$ cat src/rtl/cmd_pkg.sv
// -----------------------------------------------------------------------------
// cmd_pkg
// Shared definitions for the knight-move command path: command opcodes, the
// bit positions of the fields inside a 16-bit command word, the response bytes
// TourCmd sends back to the host, and the heading expansion helper.
// -----------------------------------------------------------------------------
package cmd_pkg;

   // Command opcodes carried in cmd[15:12]; anything else is a no-op.
   typedef enum logic [3:0] {
      CAL      = 4'h0,
      MOVE     = 4'h2,
      MOVE_FAN = 4'h3
   } opcode_e;

   // Field positions inside the 16-bit command word.
   localparam int OPC_MSB = 15;
   localparam int OPC_LSB = 12;
   localparam int HDG_MSB = 11;
   localparam int HDG_LSB = 4;
   localparam int SQ_MSB  = 3;
   localparam int SQ_LSB  = 0;

   // Response bytes used by TourCmd toward the host.
   localparam logic [7:0] RESP_ACK  = 8'hA5;
   localparam logic [7:0] RESP_DONE = 8'h5A;

   // An 8-bit heading field expands to a 12-bit PID heading. Non-zero headings
   // get the low nibble filled with F so the target sits mid-bucket; zero
   // (due north) stays exactly zero.
   function automatic logic [11:0] heading_of(input logic [7:0] hdg);
      return (hdg != 8'h00) ? {hdg, 4'hF} : 12'h000;
   endfunction

endpackage

$ cat src/rtl/cmd_exec_frwrd_ramp.sv
// -----------------------------------------------------------------------------
// frwrd_ramp
// Saturating forward-speed ramp register. Steps up by FRWRD_INC per clock
// (clamped at FRWRD_MAX) or down by 2*FRWRD_INC per clock (clamped at 0).
//
// Ports:
//   clk      in   system clock
//   rst_n    in   asynchronous active-low reset
//   clr_i    in   force speed to 0 (highest priority)
//   inc_i    in   ramp up one step this clock
//   dec_i    in   ramp down one step this clock
//   frwrd_o  out  current forward speed (10 bits)
// -----------------------------------------------------------------------------
module frwrd_ramp #(
   parameter int unsigned FRWRD_INC = 8,
   parameter logic [9:0]  FRWRD_MAX = 10'h300
) (
   input  logic       clk,
   input  logic       rst_n,
   input  logic       clr_i,
   input  logic       inc_i,
   input  logic       dec_i,
   output logic [9:0] frwrd_o
);

   // One extra bit of headroom so the up-step can be compared against the
   // ceiling before it could wrap.
   localparam logic [10:0] INC_W = 11'(FRWRD_INC);
   localparam logic [10:0] DEC_W = 11'(2 * FRWRD_INC);
   localparam logic [10:0] MAX_W = {1'b0, FRWRD_MAX};

   logic [9:0]  frwrd_q, frwrd_d;
   logic [10:0] q_ext;
   logic [10:0] up_sum;
   logic [10:0] dn_diff;

   // NOTE: every signal assigned in always_comb gets a default first, so no
   // path leaves it unassigned and no latch is inferred.
   always_comb begin
      q_ext   = {1'b0, frwrd_q};
      up_sum  = q_ext + INC_W;
      dn_diff = q_ext - DEC_W;
      frwrd_d = frwrd_q;
      if (clr_i) begin
         frwrd_d = '0;
      end else if (inc_i) begin
         frwrd_d = (up_sum > MAX_W) ? FRWRD_MAX : up_sum[9:0];
      end else if (dec_i) begin
         frwrd_d = (q_ext < DEC_W) ? 10'h000 : dn_diff[9:0];
      end
   end

   // NOTE: clocked state uses non-blocking assignments so every flop samples
   // pre-edge values regardless of statement order.
   always_ff @(posedge clk or negedge rst_n) begin
      if (!rst_n) frwrd_q <= '0;
      else        frwrd_q <= frwrd_d;
   end

   assign frwrd_o = frwrd_q;

endmodule

$ cat src/rtl/cmd_exec.sv
// -----------------------------------------------------------------------------
// cmd_exec
// Consumer end of the knight-move command stream. Accepts a 16-bit command from
// the TourCmd/UART mux, acknowledges it, and executes it as a gyro calibration
// or as a heading change followed by a forward move of N squares with a speed
// ramp. A one-cycle send_resp marks completion and advances TourCmd.
//
// Ports:
//   clk                in   system clock
//   rst_n              in   asynchronous active-low reset
//   cmd_i[15:0]        in   [15:12] opcode, [11:4] heading, [3:0] squares
//   cmd_rdy_i          in   command valid, held until cleared
//   clr_cmd_rdy_o      out  acknowledge / consume the command (IDLE only)
//   send_resp_o        out  one-cycle pulse, command finished
//   strt_cal_o         out  one-cycle pulse, start gyro calibration
//   cal_done_i         in   calibration complete
//   heading_settled_i  in   PID heading error within tolerance
//   cntr_ir_i          in   centre line sensor, two lines per square
//   desired_heading_o  out  heading target to PID (12 bits)
//   moving_o           out  PID enable
//   frwrd_o            out  forward speed (10 bits)
//   fanfare_go_o       out  one-cycle pulse at the end of a fanfare move
// -----------------------------------------------------------------------------
module cmd_exec
   import cmd_pkg::*;
#(
   parameter int unsigned FRWRD_INC = 8,
   parameter logic [9:0]  FRWRD_MAX = 10'h300
) (
   input  logic        clk,
   input  logic        rst_n,
   input  logic [15:0] cmd_i,
   input  logic        cmd_rdy_i,
   output logic        clr_cmd_rdy_o,
   output logic        send_resp_o,
   output logic        strt_cal_o,
   input  logic        cal_done_i,
   input  logic        heading_settled_i,
   input  logic        cntr_ir_i,
   output logic [11:0] desired_heading_o,
   output logic        moving_o,
   output logic [9:0]  frwrd_o,
   output logic        fanfare_go_o
);

   typedef enum logic [2:0] {
      S_IDLE,
      S_CAL,
      S_HEAD,
      S_RAMP_UP,
      S_RAMP_DOWN
   } state_e;

   state_e     state_q, state_d;
   logic [3:0] opc_q, opc_d;          // latched opcode
   logic [3:0] sq_q, sq_d;            // latched square count
   logic [7:0] hdg_q, hdg_d;          // heading of the most recent move
   logic [4:0] cnt_q, cnt_d;          // centre-line edges seen this move
   logic       head_entry_q, head_entry_d;
   logic       cntr_ir_q;
   logic       send_resp_q, send_resp_d;
   logic       strt_cal_q, strt_cal_d;
   logic       fanfare_q, fanfare_d;

   logic       ir_rise;
   logic [4:0] line_target;
   logic       finish;
   logic       ramp_clr, ramp_inc, ramp_dec;
   logic [9:0] frwrd_w;

   // Each square crosses two centre lines.
   assign line_target = {sq_q, 1'b0};
   assign ir_rise     = cntr_ir_i & ~cntr_ir_q;

   frwrd_ramp #(
      .FRWRD_INC (FRWRD_INC),
      .FRWRD_MAX (FRWRD_MAX)
   ) u_ramp (
      .clk     (clk),
      .rst_n   (rst_n),
      .clr_i   (ramp_clr),
      .inc_i   (ramp_inc),
      .dec_i   (ramp_dec),
      .frwrd_o (frwrd_w)
   );

   always_comb begin
      state_d       = state_q;
      opc_d         = opc_q;
      sq_d          = sq_q;
      hdg_d         = hdg_q;
      cnt_d         = cnt_q;
      head_entry_d  = 1'b0;
      send_resp_d   = 1'b0;
      strt_cal_d    = 1'b0;
      fanfare_d     = 1'b0;
      clr_cmd_rdy_o = 1'b0;
      moving_o      = 1'b0;
      ramp_clr      = 1'b0;
      ramp_inc      = 1'b0;
      ramp_dec      = 1'b0;
      finish        = 1'b0;

      case (state_q)
         S_IDLE: begin
            clr_cmd_rdy_o = cmd_rdy_i;
            if (cmd_rdy_i) begin
               opc_d = cmd_i[OPC_MSB:OPC_LSB];
               sq_d  = cmd_i[SQ_MSB:SQ_LSB];
               case (cmd_i[OPC_MSB:OPC_LSB])
                  CAL: begin
                     state_d    = S_CAL;
                     strt_cal_d = 1'b1;
                  end
                  MOVE, MOVE_FAN: begin
                     state_d      = S_HEAD;
                     hdg_d        = cmd_i[HDG_MSB:HDG_LSB];
                     head_entry_d = 1'b1;
                  end
                  default: send_resp_d = 1'b1;
               endcase
            end
         end

         S_CAL: begin
            if (cal_done_i) begin
               send_resp_d = 1'b1;
               state_d     = S_IDLE;
            end
         end

         S_HEAD: begin
            moving_o = 1'b1;
            ramp_clr = 1'b1;
            // The PID has not seen the new heading yet on the entry cycle, so
            // a settled flag left over from the previous move is ignored.
            if (!head_entry_q && heading_settled_i) begin
               if (sq_q == 4'h0) begin
                  finish = 1'b1;
               end else begin
                  state_d = S_RAMP_UP;
                  cnt_d   = '0;
               end
            end
         end

         S_RAMP_UP: begin
            moving_o = 1'b1;
            ramp_inc = 1'b1;
            // Once the target is reached the counter stops, so an edge landing
            // in that cycle cannot be counted a second time.
            if (cnt_q == line_target) begin
               state_d = S_RAMP_DOWN;
            end else if (ir_rise) begin
               cnt_d = cnt_q + 5'd1;
            end
         end

         S_RAMP_DOWN: begin
            moving_o = 1'b1;
            if (frwrd_w == 10'h000) finish   = 1'b1;
            else                    ramp_dec = 1'b1;
         end

         default: state_d = S_IDLE;
      endcase

      if (finish) begin
         send_resp_d = 1'b1;
         fanfare_d   = (opc_q == MOVE_FAN);
         state_d     = S_IDLE;
      end
   end

   always_ff @(posedge clk or negedge rst_n) begin
      if (!rst_n) begin
         state_q      <= S_IDLE;
         opc_q        <= '0;
         sq_q         <= '0;
         hdg_q        <= '0;
         cnt_q        <= '0;
         head_entry_q <= 1'b0;
         cntr_ir_q    <= 1'b0;
         send_resp_q  <= 1'b0;
         strt_cal_q   <= 1'b0;
         fanfare_q    <= 1'b0;
      end else begin
         state_q      <= state_d;
         opc_q        <= opc_d;
         sq_q         <= sq_d;
         hdg_q        <= hdg_d;
         cnt_q        <= cnt_d;
         head_entry_q <= head_entry_d;
         cntr_ir_q    <= cntr_ir_i;
         send_resp_q  <= send_resp_d;
         strt_cal_q   <= strt_cal_d;
         fanfare_q    <= fanfare_d;
      end
   end

   assign send_resp_o       = send_resp_q;
   assign strt_cal_o        = strt_cal_q;
   assign fanfare_go_o      = fanfare_q;
   assign frwrd_o           = frwrd_w;
   assign desired_heading_o = heading_of(hdg_q);

endmodule
$ cat config.mk
export PLATFORM = sky130hd
export DESIGN_NAME = cmd_exec
export DESIGN_NICKNAME = d
export VERILOG_FILES = /design/src/rtl/cmd_pkg.sv /design/src/rtl/cmd_exec_frwrd_ramp.sv /design/src/rtl/cmd_exec.sv
export SDC_FILE = /design/constraint.sdc
export NUM_CORES = 1
export LEC_CHECK = 0
export ABC_AREA = 1
export CORE_MARGIN = 4
export CORE_UTILIZATION = 30
export DETAILED_ROUTE_END_ITERATION = 6
export DONT_BUFFER_PORTS = 1
export PLACE_DENSITY = 0.47
export SLEW_MARGIN = 10
export SYNTH_ARGS = -nofsm -noshare
export SYNTH_HDL_FRONTEND = slang
export SYNTH_SLANG_ARGS = --single-unit
$ cat constraint.sdc
create_clock -name clk -period 2.3 [get_ports clk]
set_clock_uncertainty 0.2 [all_clocks]
set_input_delay 0.69 -clock clk [delete_from_list [all_inputs] [get_ports clk]]
set_output_delay 0.69 -clock clk [all_outputs]
set_load 0.02 [all_outputs]
==> impl_metrics.py <==
metrics = {
    "outcome": {
        "outcome": "finished, final reports clean",
    },
    "timing": {
        "finalCritPeriodShare": 0.958,
        "worst_pin_slew_ns": 0.503,
        "period_needed_ns": 2.20,
        "drv_slew": 0,
        "fmax_ghz": 0.454,
        "timing.final.hold_violations": 0,
        "fin_tns_setup_ns": 0,
        "rsz0062_at_grt": "false",
        "slew_headroom": 0.664,
        "setup_viol": 0,
    },
    "synthesis": {
        "synth_warnings": 0,
        "synth_common_cells": "nand2_1 (83), dfrtp_1 (36), inv_1 (30), nor2_1 (22), o21ai_0 (19)",
        "avgSynthCellArea_um2": 7.77,
        "synth.area.top_cells": "dfrtp_1 (40%), nand2_1 (14%), inv_1 (5.0%)",
        "ys_ff_latch": 36,
        "synth_most_common_cell": "nand2_1",
        "syn_area_um2": 2240,
        "async_flop_share": 1.00,
        "yosysSeqAreaShare": 0.401,
        "synth.distinct_cells": 30,
        "synthCells": 289,
        "synth_top_area_share": 0.401,
        "synth_edf_count": 0,
        "synth_ff_type": "dfrtp_1",
        "synth_area_leader_cell": "dfrtp_1",
    },
    "die": {
        "rows": 31,
        "io_pins": 49,
        "die_area_um2": 8930,
        "initial_core_util": 0.309,
        "die_w_um": 94.5,
        "die_y_um": 94.5,
        "core_um2": 7250,
    },
    "worst_setup_path": {
        "rrSetupSlack_ns": 0.30,
        "worst_path_largest_cell_delay_ns": 0.48,
        "critPathLaunchType": "flip-flop",
        "cp-startpoint": "hdg_q[7]$_DFFE_PN0P_",
        "crit_path_top_delay_cell": "dfrtp_2",
        "worstPathRequired_ns": 1.41,
        "path_max_fanout": 4,
        "critPathKind": "flip-flop to primary output",
        "worstPathArrival_ns": 1.31,
        "crit_chain": "nor4_4 > nand3_1 > buf_6",
        "worst_setup_path_end_kind": "primary output",
        "r2r-start": "u_ramp.frwrd_o[4]$_DFFE_PN0P_",
    },
    "routing": {
        "drc": 0,
        "drt_iter0_drc": 38,
        "routedWlPerCell_um": 12.8,
        "viasPerCell": 4.53,
        "ant_nets": 0,
        "num_vias": 1758,
        "dr.pass1.iters": 4,
        "routed_wirelength_um": 4980,
    },
    "layout": {
        "area_delta_synth_final_pct": 9.31,
        "antenna_cells": 0,
        "finish.net_count": 316,
        "regArea_um2": 903,
        "nFillCells": 784,
        "multi_input_area_um2": 1130,
        "drive_gt1_frac": 0.176,
    },
    "global_routing": {
        "grt_pass1_wl_um": 8640,
        "grt-ovfl-total": 0,
        "grt_usage": 0.124,
        "grt_start_max_net_pins": 37,
        "first_global_vias": 1792,
        "antenna_found_initial": 0,
    },
    "clock_network": {
        "clock_path_buffers": 2,
        "post_cts_buffers": 0,
        "cts_buffers": 5,
        "cts_tree": "yes",
        "clk_latency_ns": 0.29,
        "cts.sinks": 36,
        "root_buffer": "clkbuf_8",
        "path_clk_slew_ns": 0.07,
        "htreeDepth": 2,
    },
    "hold_path": {
        "min_path_type": "primary input to async pin",
    },
    "place": {
        "dp.final_hpwl_um": 3740,
        "gp_congestion": 0.801,
        "portBuffers": 0,
    },
    "power_and_ir_drop": {
        "total_power_mw": 3.08,
        "p_leak_nw": 1.22,
        "peakVddDrop_v": 0.000547,
        "power_density_nw_per_um2": 1250,
    },
    "job": {
        "maxCapViolations": 0,
    },
}
## metrics by stage
stage	worst slack [ns]	cell area [µm²]	util	hold slack, ns	std cells
after floorplan	0.190	2250	-	0.194	291
after global placement	0.266	2320	0.320	0.195	380
after detailed placement	0.243	2320	0.320	0.195	380
after CTS	0.00226	2430	0.335	0.0351	388
after global routing	0.00886	2450	0.338	0.0288	388
final	0.0969	2450	0.338	0.0354	388
## cells by family after synthesis
| family | Yosys count | synth area share |
|---|---|---|
| xor+xnor | 9 | 0.0351 |
| fa+ha+maj | 5 | 0.0279 |
| compound gates | 34 | 0.0819 |
| mux | 7 | 0.0468 |
| flops | 36 | 0.401 |
| buf+inv | 54 | 0.110 |
| simple gates | 143 | 0.295 |
| other cells | 1 | 0.00167 |
## area by class of cell
class | instances | share of cell area
Tap cell | 99 | 0.0505
Multi-Input combinational cell | 201 | 0.459
Clock inverter | 2 | 0.00510
Sequential cell | 36 | 0.368
Clock buffer | 5 | 0.0280
Inverter | 36 | 0.0551
Timing Repair Buffer | 9 | 0.0342
## sequential cells by signal, summed over array words and instances, names as in the netlist, 3 cells and up
| name | count |
|---|---|
| opc_q | 4 |
| state_q | 3 |
| cnt_q | 5 |
| hdg_q | 8 |
| u_ramp.frwrd_o | 7 |
| sq_q | 4 |
## timing repair
item,in CTS,in global routing
pin swaps,0,0
gates resized for setup,1,6
hold buffers,1,0
hold endpoints to repair,36,0
setup endpoints to repair,4,6
## per-layer routing
metal  vias to the layer above  GRT usage  routed length, µm
met4                         0     0.0493                 98
li1                        903          -                  -
met3                         9     0.0351                276
met5                         -          0                  0
met2                        34      0.189               2290
met1                       812      0.164               2320
## worst max-delay path: cells and delay by family, from the launching register on
| family | cells | cell delay (ns) |
|---|---|---|
| simple gates | 2 | 0.36 |
| buf+inv | 1 | 0.19 |
| flops | 1 | 0.48 |
## power breakdown
group / switching [mW] / internal, mW
sequential: 0.390 / 0.857
combinational: 0.841 / 0.553
clock: 0.232 / 0.205
total: 1.46 / 1.61
## worst paths after layout
kind | end | cells after the start
max | desired_heading_o[1] | 3
min | opc_q[3]$_DFFE_PN0P_ | 1
max reg2reg | u_ramp.frwrd_o[7]$_DFFE_PN0P_ | 11
min reg2reg | fanfare_go_o$_DFF_PN0_ | 1
max in group asynchronous | state_q[2]$_DFFE_PN0P_ | 1
min in group clk | cntr_ir_q$_DFF_PN0_ | 0
## cells in the final DEF, fill, tap and decap left out, types with 2 or more instances in the layout
master,instances
conb_1,3
dfrtp_1,34
ha_1,5
nand2_1,82
dfrtp_2,2
nand4_1,4
clkbuf_8,5
nand2_2,3
a21oi_2,2
inv_1,30
a21oi_1,5
o21ai_1,6
o21ai_0,19
inv_2,6
nand3_1,14
nor2_1,22
nor2_2,4
nor4_1,2
nand3_2,4
mux2_4,7
buf_4,7
xor2_1,9
Power figures use the tool's default switching activity.
